## src/rtl/ctrl_pipe_hazard.sv

```systemverilog
// ctrl_pipe_hazard: ID/EX/MEM/WB control pipeline with forwarding, load-use stall and flush.
// Optional saturating perf counters when CTRL_PIPE_PERF_EN is defined.
package ctrl_pipe_hazard_pkg;

  typedef struct packed {
    logic       reg_write;
    logic [1:0] result_src;
    logic       mem_write;
    logic       jump;
    logic       branch;
    logic [2:0] alu_control;
    logic       alu_src;
  } ctrl_t;

  localparam logic [1:0] RES_LOAD = 2'b01;

  localparam logic [1:0] FWD_RF  = 2'b00;
  localparam logic [1:0] FWD_MEM = 2'b10;
  localparam logic [1:0] FWD_WB  = 2'b01;

endpackage

module ctrl_pipe_hazard
  import ctrl_pipe_hazard_pkg::*;
#(
  parameter int REG_AW     = 5,
  parameter int PERF_CNT_W = 32
) (
  input  logic                  clk,
  input  logic                  rst_n,
  input  logic [9:0]            ctrl_d,
  input  logic [REG_AW-1:0]     rs1_d,
  input  logic [REG_AW-1:0]     rs2_d,
  input  logic [REG_AW-1:0]     rd_d,
  input  logic                  zero_e,
  output logic [2:0]            alu_control_e,
  output logic                  alu_src_e,
  output logic                  mem_write_m,
  output logic [1:0]            result_src_w,
  output logic                  reg_write_w,
  output logic [REG_AW-1:0]     rd_w,
  output logic [1:0]            forward_a_e,
  output logic [1:0]            forward_b_e,
  output logic                  pc_src_e,
  output logic                  stall_f,
  output logic                  stall_d,
  output logic                  flush_d,
  output logic [PERF_CNT_W-1:0] stall_cnt,
  output logic [PERF_CNT_W-1:0] flush_cnt
);

  typedef struct packed {
    ctrl_t             ctrl;
    logic [REG_AW-1:0] rs1;
    logic [REG_AW-1:0] rs2;
    logic [REG_AW-1:0] rd;
  } id_ex_t;

  typedef struct packed {
    logic              reg_write;
    logic [1:0]        result_src;
    logic              mem_write;
    logic [REG_AW-1:0] rd;
  } ex_mem_t;

  typedef struct packed {
    logic              reg_write;
    logic [1:0]        result_src;
    logic [REG_AW-1:0] rd;
  } mem_wb_t;

  id_ex_t  e_q, e_d;
  ex_mem_t m_q, m_d;
  mem_wb_t w_q, w_d;

  logic lw_stall;
  logic flush_e;
  logic hit_m_a, hit_w_a;
  logic hit_m_b, hit_w_b;

  assign lw_stall = (e_q.ctrl.result_src == RES_LOAD)
                  && (e_q.rd != '0)
                  && ((rs1_d == e_q.rd) || (rs2_d == e_q.rd));

  assign pc_src_e = (e_q.ctrl.branch & zero_e) | e_q.ctrl.jump;

  // A redirect and a load-use stall can coincide; both just bubble E.
  assign flush_e = lw_stall | pc_src_e;

  assign stall_f = lw_stall;
  assign stall_d = lw_stall;
  assign flush_d = pc_src_e;

  always_comb begin
    e_d = '0;
    if (!flush_e) begin
      e_d.ctrl = ctrl_d;
      e_d.rs1  = rs1_d;
      e_d.rs2  = rs2_d;
      e_d.rd   = rd_d;
    end
  end

  always_comb begin
    m_d            = '0;
    m_d.reg_write  = e_q.ctrl.reg_write;
    m_d.result_src = e_q.ctrl.result_src;
    m_d.mem_write  = e_q.ctrl.mem_write;
    m_d.rd         = e_q.rd;
  end

  always_comb begin
    w_d            = '0;
    w_d.reg_write  = m_q.reg_write;
    w_d.result_src = m_q.result_src;
    w_d.rd         = m_q.rd;
  end

  always_ff @(posedge clk or negedge rst_n) begin
    if (!rst_n) begin
      e_q <= '0;
      m_q <= '0;
      w_q <= '0;
    end else begin
      e_q <= e_d;
      m_q <= m_d;
      w_q <= w_d;
    end
  end

  assign hit_m_a = m_q.reg_write && (e_q.rs1 != '0)
                && (e_q.rs1 == m_q.rd);
  assign hit_w_a = w_q.reg_write && (e_q.rs1 != '0)
                && (e_q.rs1 == w_q.rd);
  assign hit_m_b = m_q.reg_write && (e_q.rs2 != '0)
                && (e_q.rs2 == m_q.rd);
  assign hit_w_b = w_q.reg_write && (e_q.rs2 != '0)
                && (e_q.rs2 == w_q.rd);

  // The younger producer in M shadows an older one in W.
  always_comb begin
    forward_a_e = FWD_RF;
    priority case (1'b1)
      hit_m_a: forward_a_e = FWD_MEM;
      hit_w_a: forward_a_e = FWD_WB;
      default: forward_a_e = FWD_RF;
    endcase
  end

  always_comb begin
    forward_b_e = FWD_RF;
    priority case (1'b1)
      hit_m_b: forward_b_e = FWD_MEM;
      hit_w_b: forward_b_e = FWD_WB;
      default: forward_b_e = FWD_RF;
    endcase
  end

  assign alu_control_e = e_q.ctrl.alu_control;
  assign alu_src_e     = e_q.ctrl.alu_src;
  assign mem_write_m   = m_q.mem_write;
  assign result_src_w  = w_q.result_src;
  assign reg_write_w   = w_q.reg_write;
  assign rd_w          = w_q.rd;

`ifdef CTRL_PIPE_PERF_EN
  logic [PERF_CNT_W-1:0] stall_cnt_q, stall_cnt_d;
  logic [PERF_CNT_W-1:0] flush_cnt_q, flush_cnt_d;

  always_comb begin
    stall_cnt_d = stall_cnt_q;
    flush_cnt_d = flush_cnt_q;
    if (lw_stall && !(&stall_cnt_q)) begin
      stall_cnt_d = stall_cnt_q + PERF_CNT_W'(1);
    end
    if (pc_src_e && !(&flush_cnt_q)) begin
      flush_cnt_d = flush_cnt_q + PERF_CNT_W'(1);
    end
  end

  always_ff @(posedge clk or negedge rst_n) begin
    if (!rst_n) begin
      stall_cnt_q <= '0;
      flush_cnt_q <= '0;
    end else begin
      stall_cnt_q <= stall_cnt_d;
      flush_cnt_q <= flush_cnt_d;
    end
  end

  assign stall_cnt = stall_cnt_q;
  assign flush_cnt = flush_cnt_q;
`else
  assign stall_cnt = '0;
  assign flush_cnt = '0;
`endif

endmodule

```

## config.mk

```make
export PLATFORM = sky130hd
export DESIGN_NAME = ctrl_pipe_hazard
export DESIGN_NICKNAME = d
export VERILOG_FILES = /design/src/rtl/ctrl_pipe_hazard.sv
export SDC_FILE = /design/constraint.sdc
export NUM_CORES = 1
export LEC_CHECK = 0
export BUFFER_PORTS_ARGS = -buffer_cell sky130_fd_sc_hd__buf_4
export CAP_MARGIN = 25
export CORE_MARGIN = 5
export CORE_UTILIZATION = 42
export CTS_CLUSTER_SIZE = 30
export DETAILED_ROUTE_END_ITERATION = 6
export PLACE_DENSITY = 0.76
export SLEW_MARGIN = 25
export SYNTH_ARGS = -nofsm -noshare
export SYNTH_HDL_FRONTEND = slang
export SYNTH_SLANG_ARGS = --single-unit
```

## constraint.sdc

```tcl
create_clock -name clk -period 1.7 [get_ports clk]
set_input_delay 0.255 -clock clk [delete_from_list [all_inputs] [get_ports clk]]
set_output_delay 0.255 -clock clk [all_outputs]
set_load 0.05 [all_outputs]
```

Word-level counts from Yosys, hierarchy flattened
Cells that the tools add are included.
{"block": "classes", "n_addsub": 0, "multipliers": 0, "div": 0, "magnitude_cmp": 0, "eq_ne": 7, "shift": 0, "mux": 5, "bitwise_logic": 3, "n_reduce_logical": 14}
{"cell": "$eq 5x5->1", "count": 6}
{"cell": "$mux 25", "count": 1}
{"cell": "$reduce_bool 5->1", "count": 3}
{"cell": "$logic_and 1x1->1", "count": 10}
{"cell": "$mux 2", "count": 2}
{"cell": "$eq 2x1->1 const B", "count": 1}
{"cell": "$mux 1", "count": 2}
{"cell": "$or 1x1->1", "count": 2}
{"cell": "$and 1x1->1", "count": 1}
{"cell": "$logic_or 1x1->1", "count": 1}
{"block": "word_totals", "reg_bits": 42, "latchBits": 0, "ramBits": 0, "romBits": 0, "in_bits": 28, "output_inout_bits": 85, "memories": 0}

Longest topological paths before layout
{"block": "logic_depth", "word_depth": 5, "depth_mapped": 5}

Worst setup path before layout
No wires, ideal clock.
{"block": "synth_timing", "path_kind": "register to output", "from": "reg e_q[6] (netlist bit)", "to": "out forward_b_e[0]", "arrival_ps": 2084, "slack_ps": -639, "path_stages_with_launch": 5, "path_buffers": 0, "path_cell_list": "dfrtp_1 or4_1 nor2_2 nor4_1 nor4_2"}
{"block": "synth_via", "word_cells_on_any_way": 9, "cone_classes": "2 x eq/ne; 2 x mux; 5 x reduce/logical"}
{"element": "from (decl)", "line_no": "72", "rtl": "id_ex_t e_q, e_d;"}
{"element": "from (signal assigned)", "line_no": "121", "rtl": "e_q <= '0;"}
{"element": "from (signal assigned)", "line_no": "125", "rtl": "e_q <= e_d;"}
{"element": "$reduce_bool 5->1", "line_no": "135", "rtl": "assign hit_m_b = m_q.reg_write && (e_q.rs2 != '0)"}
{"element": "$logic_and 1x1->1", "line_no": "135"}
{"element": "$logic_and 1x1->1 *", "line_no": "136", "rtl": "&& (e_q.rs2 == m_q.rd);"}
{"element": "net hit_m_b", "line_no": "79", "rtl": "logic hit_m_b, hit_w_b;"}
{"element": "$mux 2 *", "line_no": "152", "rtl": "priority case (1'b1)"}
{"element": "to (decl)", "line_no": "43", "rtl": "output logic [1:0] forward_b_e,"}
The timed path passes the listed nets; every way through them passes the cells marked *.

Worst setup path in the final report
{"block": "layout_timing", "from": "reg e_q[14] (netlist bit)", "to": "out forward_a_e[0]"}
{"block": "layout_via", "elab_chain_cells": 5, "word_cells_on_any_way": 9, "cone_classes": "2 x eq/ne; 2 x mux; 5 x reduce/logical"}
{"element": "$reduce_bool 5->1", "line_no": "131, 133"}
{"element": "$logic_and 1x1->1", "line_no": "133", "rtl": "assign hit_w_a = w_q.reg_write && (e_q.rs1 != '0)"}
{"element": "$logic_and 1x1->1", "line_no": "134", "rtl": "&& (e_q.rs1 == w_q.rd);"}
{"element": "$mux 1", "line_no": "143", "rtl": "priority case (1'b1)"}
{"element": "$mux 2 *", "line_no": "143"}
{"element": "to (decl)", "line_no": "42", "rtl": "output logic [1:0] forward_a_e,"}
Every way passes the cells marked *; elsewhere a longest branch is shown, timed or not.

==> summary.md <==
| Metric | Value |
|---|---|
| Final antenna-violating net count | 0 |
| Initial antenna violation count | 0 |
| Fmax | 0.490 GHz |
| Critical path class | reg2out |
| Failing checks | negative setup slack |
| DIE WIDTH | 84.8 um |
| Cell area after synthesis | 0.00235 sq mm |
| H-tree Lvls | 2 |
| Filler cells | 506 |
| FP Rows | 27 |
| Arr. time, crit path | 1.79 ns |
| Levels on crit path | 5 |
| Crit path from | e_q[14] |
| GP Congestion | 0.777 |
| Inserted Clock Buffers | 5 |
| Reg area | 0.00105 sq mm |
| Tcrit/Tclk final | 120% |
| Diode count | 0 |
| Synth Instances | 225 |
| Port buffer count | 48 |
| Yosys cell types | 22 |
| Multi-input gate area | 0.00109 sq mm |
| Ratio of cells with drive above 1 in the final layout | 39.5% |
| Top Ports | 113 |
| Worst-Margin Slew | 0.523 ns |
| Final HPWL DP | 3570 um |
| DP Worst Slack | -0.0762 ns |
| Crit path max-delay family | simple AND/OR/NAND/NOR gates |
| Number of global-route vias before repair | 1477 |
| Min Hold Slack | 0.175 ns |
| Final setup vio count | 6 |
| Total grt overflow | 0 |
| Setup Skew | 0.00602 ns |
| Pwr per Cell Area | 1030 mW/mm^2 |
| Non-filler instance count after layout | 358 |
| Worst Hold Depth | 3 |
| Post-DR wirelength/cell | 12.6 um |
| Bufs on Longest Clock Path | 2 |
| Setup_tns | -1.62 ns |
| Final min period | 2.04 ns |
| Setup ws final | -0.342 ns |
| Outcome | complete, but fails checks |
| Worst skew pair latency | 0.29 ns |
| RSZ-0062 raised after global routing | yes |
| Slew Limit Fails | 0 |
| Crit path buffers/inverters | 1 |
| First-pass DRT Iterations | 4 |
| CP Max Fanout | 2 |
| First-pass GRT wire length | 7070 um |
| Maximum VDD drop | 0.000447 V |
| Critical Path Most Common Cell | nor4_4 |
| Vias/cell | 4.11 |
| Hold Path Origin | rd_d[1] |
| Die ar. | 0.00720 sq mm |
| Yosys Warn Count | 0 |
| Final Cell Area | 0.00285 sq mm |
| Final Util | 52.1% |
| RR Startpoint | e_q[1] |
| Remaining DRCs | 0 |
| Routed WL | 4490 um |
| CP startpoint kind | register |
| Clock Sinks | 42 |
| Post-synthesis register bit count | 42 |
| Max-slew headroom | 65.2% |
| Required time worst endpoint | 1.44 ns |
| CP cell instances | or4_4, nor2_4, nor4_4, nor4_4, buf_6 |
| PnR Total Power | 2.94 mW |
| GRT Total Usage | 12.5% |
| Largest net degree at the start of global routing | 43 |
| Final #Nets | 313 |
| Area grow syn2layout | 21.3% |
| 1st-iter DRT viols | 57 |
| Worst-case reg-to-reg path depth | 5 |
| Dpl cells | 348 |
| Clk root buf | clkbuf_8 |
| Core box area | 0.00547 sq mm |
| Sequential share of the synthesized area | 44.7% |
| Die Span Y | 84.8 um |
| Dpl cell area | 0.00267 sq mm |
| Hold Fails Final Rpt | 0 |
| CTS clock-pin slew for the worst setup and hold paths | 0.08 ns |
| CTS tree | done |
| CP max stage delay | 0.55 ns |
| Starting Density | 43.0% |
| Slowest CP cell | or4_4 |
| DR vias | 1471 |
| Avg Cell Area, Syn | 10.5 sq um |
| Leak Pwr | 1.38 nW |
| Max-cap violation count | 0 |
| Worst hold path class | in2reg |
| Element type at the critical path end | primary output |
[state kept, by name, indices dropped and copies added (netlist names)]
signal	cells
reg_write_w	1
alu_control_e	3
result_src_w	2
m_q	8
mem_write_m	1
alu_src_e	1
e_q	21
rd_w	5
[cells in the mapped netlist]
library cell / number / area share [%]
nor2_1: 1 / 0.16
xor2_1: 4 / 1.5
conb_1: 1 / 0.16
a21oi_2: 20 / 7.4
nand3_1: 2 / 0.43
dfrtp_1: 42 / 45
clkbuf_1: 2 / 0.32
buf_2: 2 / 0.43
buf_4: 71 / 23
nor4_1: 2 / 0.53
nor4_2: 2 / 1.1
or4_1: 3 / 0.96
o22ai_2: 1 / 0.53
a21oi_1: 6 / 1.3
nand4_1: 4 / 1.1
nor3b_2: 1 / 0.53
buf_6: 2 / 0.96
nand2_1: 29 / 4.6
inv_1: 1 / 0.16
xnor2_1: 26 / 9.7
and2_2: 1 / 0.32
nor2_2: 2 / 0.53
[path summary, 6_finish.rpt]
kind	end	slack (ns)
max in group asynchronous	e_q[7]	0.85
min in group asynchronous	mem_write_m	0.49
hold / removal	e_q[1]	0.18
setup reg to reg	e_q[24]	0.13
setup / recovery	forward_a_e[0]	-0.34
hold reg to reg	mem_write_m	0.35
[report_power, final]
group,internal (mW),switching [mW]
sequential,1.10,0.0852
clock,0.328,0.328
combinational,0.334,0.763
[kinds of logic after synthesis]
logic type | share of synthesized area, %
other | 0.159
DFF | 44.7
AOI/OAI and AO/OA | 9.26
xor gates and xnor gates | 11.2
and+or+nand+nor | 10.2
buffers and inverters | 24.5
[repair_timing]
item / CTS / global route
hold buffers: 1 / 0
setup endpoints to repair: 19 / 12
endpoints found under the hold margin: 42 / 0
gates resized for setup: 14 / 1
pin swaps: 8 / 2
setup buffers: 1 / 0
[layout make-up]
| class | count | area share (%) |
|---|---|---|
| clock buffer | 7 | 3.02 |
| clock inverter | 1 | 0.175 |
| inverter | 1 | 0.132 |
| multi-input combinational | 168 | 38.1 |
| sequential | 42 | 36.8 |
| tap | 72 | 3.16 |
| timing repair buffer | 67 | 18.6 |
[cells in the final DEF (no fill, tap or decap)]
cell type,count
dfrtp_1,42
xnor2_2,5
xor2_1,4
nor4_4,4
dlygate4sd3_1,1
buf_6,7
nor2_4,3
and2_4,1
nor3b_4,1
or4_4,3
a21oi_1,5
clkbuf_8,6
xnor2_1,21
o22ai_2,1
conb_1,64
clkinv_2,1
clkbuf_1,1
nand2_1,29
buf_4,59
nand3_1,2
nand4_1,4
a21oi_2,21
inv_2,1
[worst reg2reg max path, cell delays in order (launching register included)]
cell     delay (ns)
dfrtp_1        0.39
or4_4          0.55
nor2_4         0.11
nor3b_4        0.05
buf_6          0.20
a21oi_1        0.18
[routing by layer]
| metal | routed length, um | GRT usage (%) | vias to the layer above |
|---|---|---|---|
| li1 | - | - | 708 |
| met1 | 1670 | 14.2 | 698 |
| met2 | 2370 | 21.3 | 59 |
| met3 | 387 | 4.76 | 6 |
| met4 | 67 | 4.75 | 0 |
| met5 | 0 | 0 | - |
Note: power is estimated with default switching activity, not from simulation.
